`config.mk`:
```
export PLATFORM = sky130hd
export DESIGN_NAME = muldiv_unit
export DESIGN_NICKNAME = d
export VERILOG_FILES = /design/src/rtl/muldiv_unit.sv
export SDC_FILE = /design/constraint.sdc
export NUM_CORES = 1
export LEC_CHECK = 0
export ABC_AREA = 1
export BUFFER_PORTS_ARGS = -buffer_cell sky130_fd_sc_hd__buf_4
export CORE_MARGIN = 10
export CORE_UTILIZATION = 39
export CTS_BUF_LIST = sky130_fd_sc_hd__clkbuf_8 sky130_fd_sc_hd__clkbuf_16
export DETAILED_ROUTE_END_ITERATION = 16
export PLACE_DENSITY = 0.57
export REMOVE_ABC_BUFFERS = 1
export SYNTH_ARGS = -nofsm -noshare
export SYNTH_HDL_FRONTEND = slang
export SYNTH_SLANG_ARGS = --single-unit
```
`constraint.sdc`:
```
create_clock -name clk -period 3.3 [get_ports clk]
set_input_delay 0.33 -clock clk [delete_from_list [all_inputs] [get_ports clk]]
set_output_delay 0.33 -clock clk [all_outputs]
set_load 0.03 [all_outputs]
```
`src/rtl/muldiv_unit.sv`:
```
// Iterative unsigned 16-bit multiply / divide unit feeding the register file write port.
// Latency: result strobed on writ_ena exactly 17 cycles after start is accepted (16 compute + 1 write-back).
// Backpressure: none; start is only sampled in IDLE, requests while busy are dropped, caller watches busy.
module muldiv_unit (
    input  logic        clk,
    input  logic        rst_n,
    input  logic        start,
    input  logic [1:0]  op,
    input  logic [15:0] src_a,
    input  logic [15:0] src_b,
    input  logic [2:0]  dest,
    output logic        busy,
    output logic        writ_ena,
    output logic [2:0]  writ_add,
    output logic [15:0] writ_dat
);

    typedef enum logic [1:0] {
        ST_IDLE = 2'd0,
        ST_CALC = 2'd1,
        ST_WB   = 2'd2
    } state_t;

    localparam logic [1:0] OP_MUL  = 2'b00;
    localparam logic [1:0] OP_MULH = 2'b01;
    localparam logic [1:0] OP_DIV  = 2'b10;
    localparam logic [1:0] OP_REM  = 2'b11;

    state_t      state_q;
    logic [3:0]  cnt_q;
    logic [1:0]  op_q;
    logic [2:0]  dest_q;
    // a_q: multiplicand (MUL/MULH) or dividend shifting out / quotient shifting in (DIV/REM)
    logic [15:0] a_q, a_d;
    // b_q: multiplier shifting right (MUL/MULH) or constant divisor (DIV/REM)
    logic [15:0] b_q, b_d;
    // acc_q: 32-bit product accumulator, or partial remainder in the low 17 bits
    logic [31:0] acc_q, acc_d;

    logic        writ_ena_q;
    logic [2:0]  writ_add_q;
    logic [15:0] writ_dat_q;

    logic [16:0] mul_sum;
    logic [31:0] mul_acc;
    logic [16:0] div_shift;
    logic [17:0] div_diff;
    logic        div_ge;
    logic [16:0] div_rem;
    logic [15:0] div_quo;
    logic [15:0] result_d;

    // One iteration of both datapaths; op_q picks which one updates the registers.
    always_comb begin
        // Shift-add, LSB first: add multiplicand into the upper half, then shift the whole accumulator right.
        mul_sum   = {1'b0, acc_q[31:16]} + {1'b0, (b_q[0] ? a_q : 16'h0000)};
        mul_acc   = {mul_sum, acc_q[15:1]};

        // Restoring division, MSB first: bring in the next dividend bit and try subtracting the divisor.
        // A zero divisor always "fits", which naturally yields quotient 0xFFFF and remainder = dividend.
        div_shift = {acc_q[15:0], a_q[15]};
        div_diff  = {1'b0, div_shift} - {2'b00, b_q};
        div_ge    = ~div_diff[17];
        div_rem   = div_ge ? div_diff[16:0] : div_shift;
        div_quo   = {a_q[14:0], div_ge};

        a_d   = a_q;
        b_d   = b_q;
        acc_d = acc_q;
        if (op_q[1]) begin
            a_d   = div_quo;
            acc_d = {15'h0000, div_rem};
        end else begin
            b_d   = {1'b0, b_q[15:1]};
            acc_d = mul_acc;
        end

        // Result as it will stand after the current iteration, captured on the last one.
        result_d = 16'h0000;
        case (op_q)
            OP_MUL:  result_d = mul_acc[15:0];
            OP_MULH: result_d = mul_acc[31:16];
            OP_DIV:  result_d = div_quo;
            OP_REM:  result_d = div_rem[15:0];
            default: result_d = 16'h0000;
        endcase
    end

    // Control FSM with registered write-back outputs; outputs are zero outside the write-back cycle.
    always_ff @(posedge clk or negedge rst_n) begin
        if (!rst_n) begin
            state_q    <= ST_IDLE;
            cnt_q      <= 4'd0;
            op_q       <= 2'b00;
            dest_q     <= 3'd0;
            a_q        <= 16'h0000;
            b_q        <= 16'h0000;
            acc_q      <= 32'h0000_0000;
            writ_ena_q <= 1'b0;
            writ_add_q <= 3'd0;
            writ_dat_q <= 16'h0000;
        end else begin
            case (state_q)
                ST_IDLE: begin
                    if (start) begin
                        state_q <= ST_CALC;
                        a_q     <= src_a;
                        b_q     <= src_b;
                        op_q    <= op;
                        dest_q  <= dest;
                        cnt_q   <= 4'd0;
                        acc_q   <= 32'h0000_0000;
                    end
                end
                ST_CALC: begin
                    a_q   <= a_d;
                    b_q   <= b_d;
                    acc_q <= acc_d;
                    // Counter wraps 15->0 on the last iteration, so there is never a 17th step.
                    cnt_q <= cnt_q + 4'd1;
                    if (cnt_q == 4'd15) begin
                        state_q    <= ST_WB;
                        writ_ena_q <= 1'b1;
                        writ_add_q <= dest_q;
                        writ_dat_q <= result_d;
                    end
                end
                ST_WB: begin
                    state_q    <= ST_IDLE;
                    writ_ena_q <= 1'b0;
                    writ_add_q <= 3'd0;
                    writ_dat_q <= 16'h0000;
                end
                default: begin
                    state_q    <= ST_IDLE;
                    writ_ena_q <= 1'b0;
                    writ_add_q <= 3'd0;
                    writ_dat_q <= 16'h0000;
                end
            endcase
        end
    end

    assign busy     = (state_q != ST_IDLE);
    assign writ_ena = writ_ena_q;
    assign writ_add = writ_add_q;
    assign writ_dat = writ_dat_q;

endmodule
```
Word level (Yosys, flattened, before mapping) --
Cells that the tools add are included.
Operators by class: multiplexer cells 23, add/subtract/negate cells 3, reductions and logical operators 10, equal/unequal tests 9, bitwise gates (word level) 2
Operator list (number):
- $mux W16 | 6
- $pmux W16 S2 | 3
- $mux W32 | 2
- $pmux W16 S4 | 1
- $pmux W32 S2 | 1
- $sub A17 B16 Y18 | 1
- $add A16 B16 Y17 | 1
- $mux W17 | 1
- $ne A2 B2 Y1 const B | 4
- $pmux W4 S2 | 1
- $reduce_and A2 Y1 | 4
- $pmux W3 S2 | 1
- $reduce_and A3 Y1 | 2
- $add A4 B1 Y4 const B | 1
- $eq A2 B1 Y1 const B | 2
- $eq A2 B2 Y1 const B | 2
- $eq A4 B4 Y1 const B | 1
- $logic_not A2 Y1 | 2
- $mux W2 | 2
- $mux W4 | 1
- $pmux W2 S2 | 1
- $reduce_bool A2 Y1 | 2
- $mux W3 | 1
- $not A1 Y1 | 2
- other kinds (2) | 2
Storage, ports and cells: input port bits 40, flip-flop bits (word level) 95, output and inout bits 21, logic and storage cells 57

Longest topological paths before layout --
word-level depth 5, depth in mapped cells 19, gate-level depth less buffers 18

Worst setup path before layout --
Ideal clock, no wire load.
path type reg-to-reg, start point reg b_q[0], end point reg writ_dat_q[7] (netlist: writ_dat[7]), stages on the path, launching flop included 17, data required time 3.234 ns, buffers on the path 1, arrival time 2.130 ns, path slack 1.105 ns, cell sequence dfrtp_1 > clkbuf_1 > nand2_1 > inv_1 > ha_1 > inv_1 > fa_1 > inv_1 > nand3_1 > nand2_1 > nand2_1 > nand2_1 > xnor2_1 > or2_2 > nand3_1 > nand2_1 > nand2_1
Between the ends: word-level cells in the longest chain between the ends 5, elaborated cells between the ends (all ways) 7, those cells by class 2 x add/sub; 5 x mux
Ends and longest elaborated chain:
- start: declaration | RTL line 36 | logic [15:0] b_q, b_d;
- start signal: assignment | RTL line 108 | b_q <= src_b;
- $sub A17 B16 Y18 / $mux W16 (equally long branches) | RTL line 62, 56
- $mux W17 / $add A16 B16 Y17 (equally long branches) | RTL line 64, 56
- $pmux W16 S4 (*) | RTL line 80 | case (op_q)
- $mux W16 (*) | RTL line 121 | if (cnt_q == 4'd15) begin
- $pmux W16 S2 (*) | RTL line 103 | case (state_q)
- end signal: assignment | RTL line 125 | writ_dat_q <= result_d;
- end: declaration | RTL line 42 | logic [15:0] writ_dat_q;
Mark *: on every way between the ends. The rest lies on a longest branch, timed or not. The select of a mux whose other input is x is not followed. A chain may end at the register's enable or synchronous reset.

Worst setup path in the final report --
start point reg b_q[0], end point reg writ_dat_q[13] (netlist: writ_dat[13])
The elaborated chain is that of the path after synthesis.

==> flow_summary.yaml <==
worst_setup_path:
  crit_family: "simple AND/OR/NAND/NOR gates"
  end_kind: "flip-flop"
  crit_path_max_fanout: 18
  slowest_stage: "dfrtp_1"
  crit_chain: "nand2_1, inv_1, ha_1, inv_1, fa_1, nor3_1, o21bai_1, nand2_1, nand2_1, nand3_1, nand3_1, nand2_1, nand2_1"
  r2r-start: "b_q[0]"
  crit_top_cell: "nand2_1"
  cpPeakStageDelay_ns: 0.75
  cp.required_ns: 3.54
  startpoint: "b_q[0]"
  critPathBufInv: 2
  critical_path_class: "flip-flop to flip-flop"
  arrival_ns: 2.92
  start_kind: "flip-flop"
clock_network:
  root_buffer: "clkbuf_16"
  cts_setup_buffers: 0
  htreeDepth: 3
  cts_resized: 0
  hold_buffers: 0
  clock_sinks: 95
  cts_tree: "done"
  numCtsBuffers: 9
  clock_path_buffers: 2
  clock_latency_ns: 0.35
  clk_pin_slew_worst_paths_ns: 0.07
synthesis:
  ys_dominant_reg_cell: "dfrtp_1"
  ys_async_sr_fraction_pct: 100
  synth_most_common_cell: "nand2_1"
  post_synth_main_area_contributors: "dfrtp_1, nand2_1, inv_1"
  syn_inst: 941
  yosysWarningCount: 0
  ys_seq_elements: 95
  synth_cell_types: 42
  synth_top_family_by_area: "simple AND/OR/NAND/NOR gates"
  synth_simple_gate_area_share_pct: 27.8
  syn-cell-area_um2: 6690
  synthTopCellsByCount: "nand2_1, inv_1, dfrtp_1"
  synth_adder_area_share_pct: 6.96
  synth_xor_area_share_pct: 1.70
  synth_mux_area_share_pct: 0.505
  yosysTopAreaCell: "dfrtp_1"
  ys_seq_area_share_pct: 35.5
  syn_area_per_cell_um2: 7.11
  synth_top_area_share_pct: 35.5
  synth_edf_count: 0
  synth_compound_area_share_pct: 17.6
place:
  portBuffers: 60
  dpl-instance-area_um2: 7310
  post-place-cells: 1192
  dp_hpwl_mm: 14.5
  gp_congestion: 0.877
cells_and_area:
  nets: 1059
  stdcell_count: 1207
  drive_above_1_share_pct: 12.3
  antennaDiodeCount: 0
  areaGrowthSynthToFinish_pct: 13.7
  fin_area_um2: 7610
drt:
  drc: 0
  wire_per_inst_um: 16.0
  num_vias: 6211
  viasPerCell: 5.15
  antenna_left: 0
  drt_iter0_drc: 450
  drt_first_pass_iters: 5
  finalWirelength_mm: 19.3
sta:
  maxSlewHeadroom_pct: 18.6
  min_period_ns: 2.68
  timing.fmax_ghz: 0.373
  drv_slew: 0
  hold_viol: 3
  fin_tns_setup_ns: 0
  setup_violations: 0
  min_period_over_period_pct: 81.2
  worst_pin_slew_ns: 1.22
  skew_ns: 0.00677
  rsz0062_at_grt: "false"
  hold_slack_ns: -0.00986
power_and_ir_drop:
  p_leak_nw: 4.09
  power.total_w: 0.00940
  power_density_nw_per_um2: 1230
  ir_worst_vdd_mv: 0.629
die:
  die_h_um: 151
  die_area_um2: 22800
  coreArea_um2: 16700
  rows: 47
  start_util_pct: 40.1
  ios: 61
  die_x_um: 151
flow_run:
  drv_cap: 0
run_status:
  violations: "negative hold slack"
  status: "complete, but fails checks"
grt:
  grt_pass1_vias: 5896
  grt-ovfl-total: 0
  grt_max_degree: 96
  grt_usage_pct: 17.4
  antenna_found_initial: 0
  grt_pass1_wl_mm: 31.7
hold_path:
  holdCritPathClass: "primary input to asynchronous set/reset pin"
## worst paths after layout
path / end / slack, ns / cells after the start
min reg2reg: writ_dat[2] / 0.49 / 2
max in group asynchronous: acc_q[6] / 2.85 / 2
min in group clk: op_q[1] / 0.21 / 2
max: writ_dat[13] / 0.62 / 13
max reg2reg: writ_dat[13] / 0.62 / 13
min: b_q[10] / -0.01 / 2
## registers in the layout (all words and copies together), names as in the netlist, 2 cells and up
name / cells
a_q: 16
dest_q: 3
writ_dat: 16
writ_add: 3
state_q: 2
acc_q: 32
op_q: 2
b_q: 16
cnt_q: 4
## logic make-up (layout without fill, tap and decap cells)
group / after synthesis / in the layout
AND/OR/NAND/NOR: 434 / 434
flip-flops: 95 / 95
multiplexers: 3 / 3
AO/OA/AOI/OAI: 195 / 195
XOR/XNOR: 13 / 13
adder cells (fa/ha/maj): 36 / 36
buffers and inverters: 165 / 211
## cell usage in the layout (no fill, tap or decap), drive strengths merged, types with 2 or more instances in the layout
cell type | Yosys | routed
or2 | 5 | 5
xor2 | 5 | 5
buf | 13 | 66
nand2 | 290 | 290
nand4 | 6 | 6
mux2 | 3 | 3
nand3b | 3 | 3
a21oi | 52 | 52
clkbuf | 22 | 11
nor3 | 6 | 6
fa | 2 | 2
xnor2 | 8 | 8
o21ai | 75 | 75
nor2 | 47 | 47
nand3 | 76 | 76
dfrtp | 95 | 95
a22oi | 9 | 9
o22ai | 2 | 2
ha | 34 | 34
o21bai | 8 | 8
o211ai | 40 | 40
a22o | 5 | 5
inv | 130 | 131
## stage by stage
stage          util, %  setup WS [ns]
6_report          45.6          0.622
5_1_grt           45.6          0.356
4_1_cts           45.6          0.637
3_5_place_dp      43.8          0.665
3_3_place_gp      43.8          0.744
2_1_floorplan        -         -0.634
## metal layers
layer,vias to the layer above,GRT usage [%],routed length (um)
li1,3175,-,-
met1,2874,25.4,9990
met2,141,25.2,8080
met3,21,3.19,934
met4,0,5.25,317
met5,-,0,0
## report_power, final
group	switching [W]	total, W	internal [W]
clock network	0.000472	0.00109	0.000622
logic	0.00398	0.00612	0.00214
registers	0.000489	0.00219	0.00170
## area by class of cell
class                   count  area (um2)
clock inverters             4        46.3
clock buffers              11         253
repair buffers             66         508
well taps                 220         275
multi-input cells         681        3660
flip-flops and latches     95        2380
inverters                 130         488
fillers                  1785        9090
## worst reg2reg max path: stages (launching register included)
cell,delay (ns)
dfrtp_1,0.75
nand2_1,0.12
inv_1,0.07
ha_1,0.19
inv_1,0.06
fa_1,0.42
nor3_1,0.35
o21bai_1,0.17
nand2_1,0.10
nand2_1,0.05
nand3_1,0.08
nand3_1,0.09
nand2_1,0.07
nand2_1,0.04
Power figures use the tool's default switching activity.
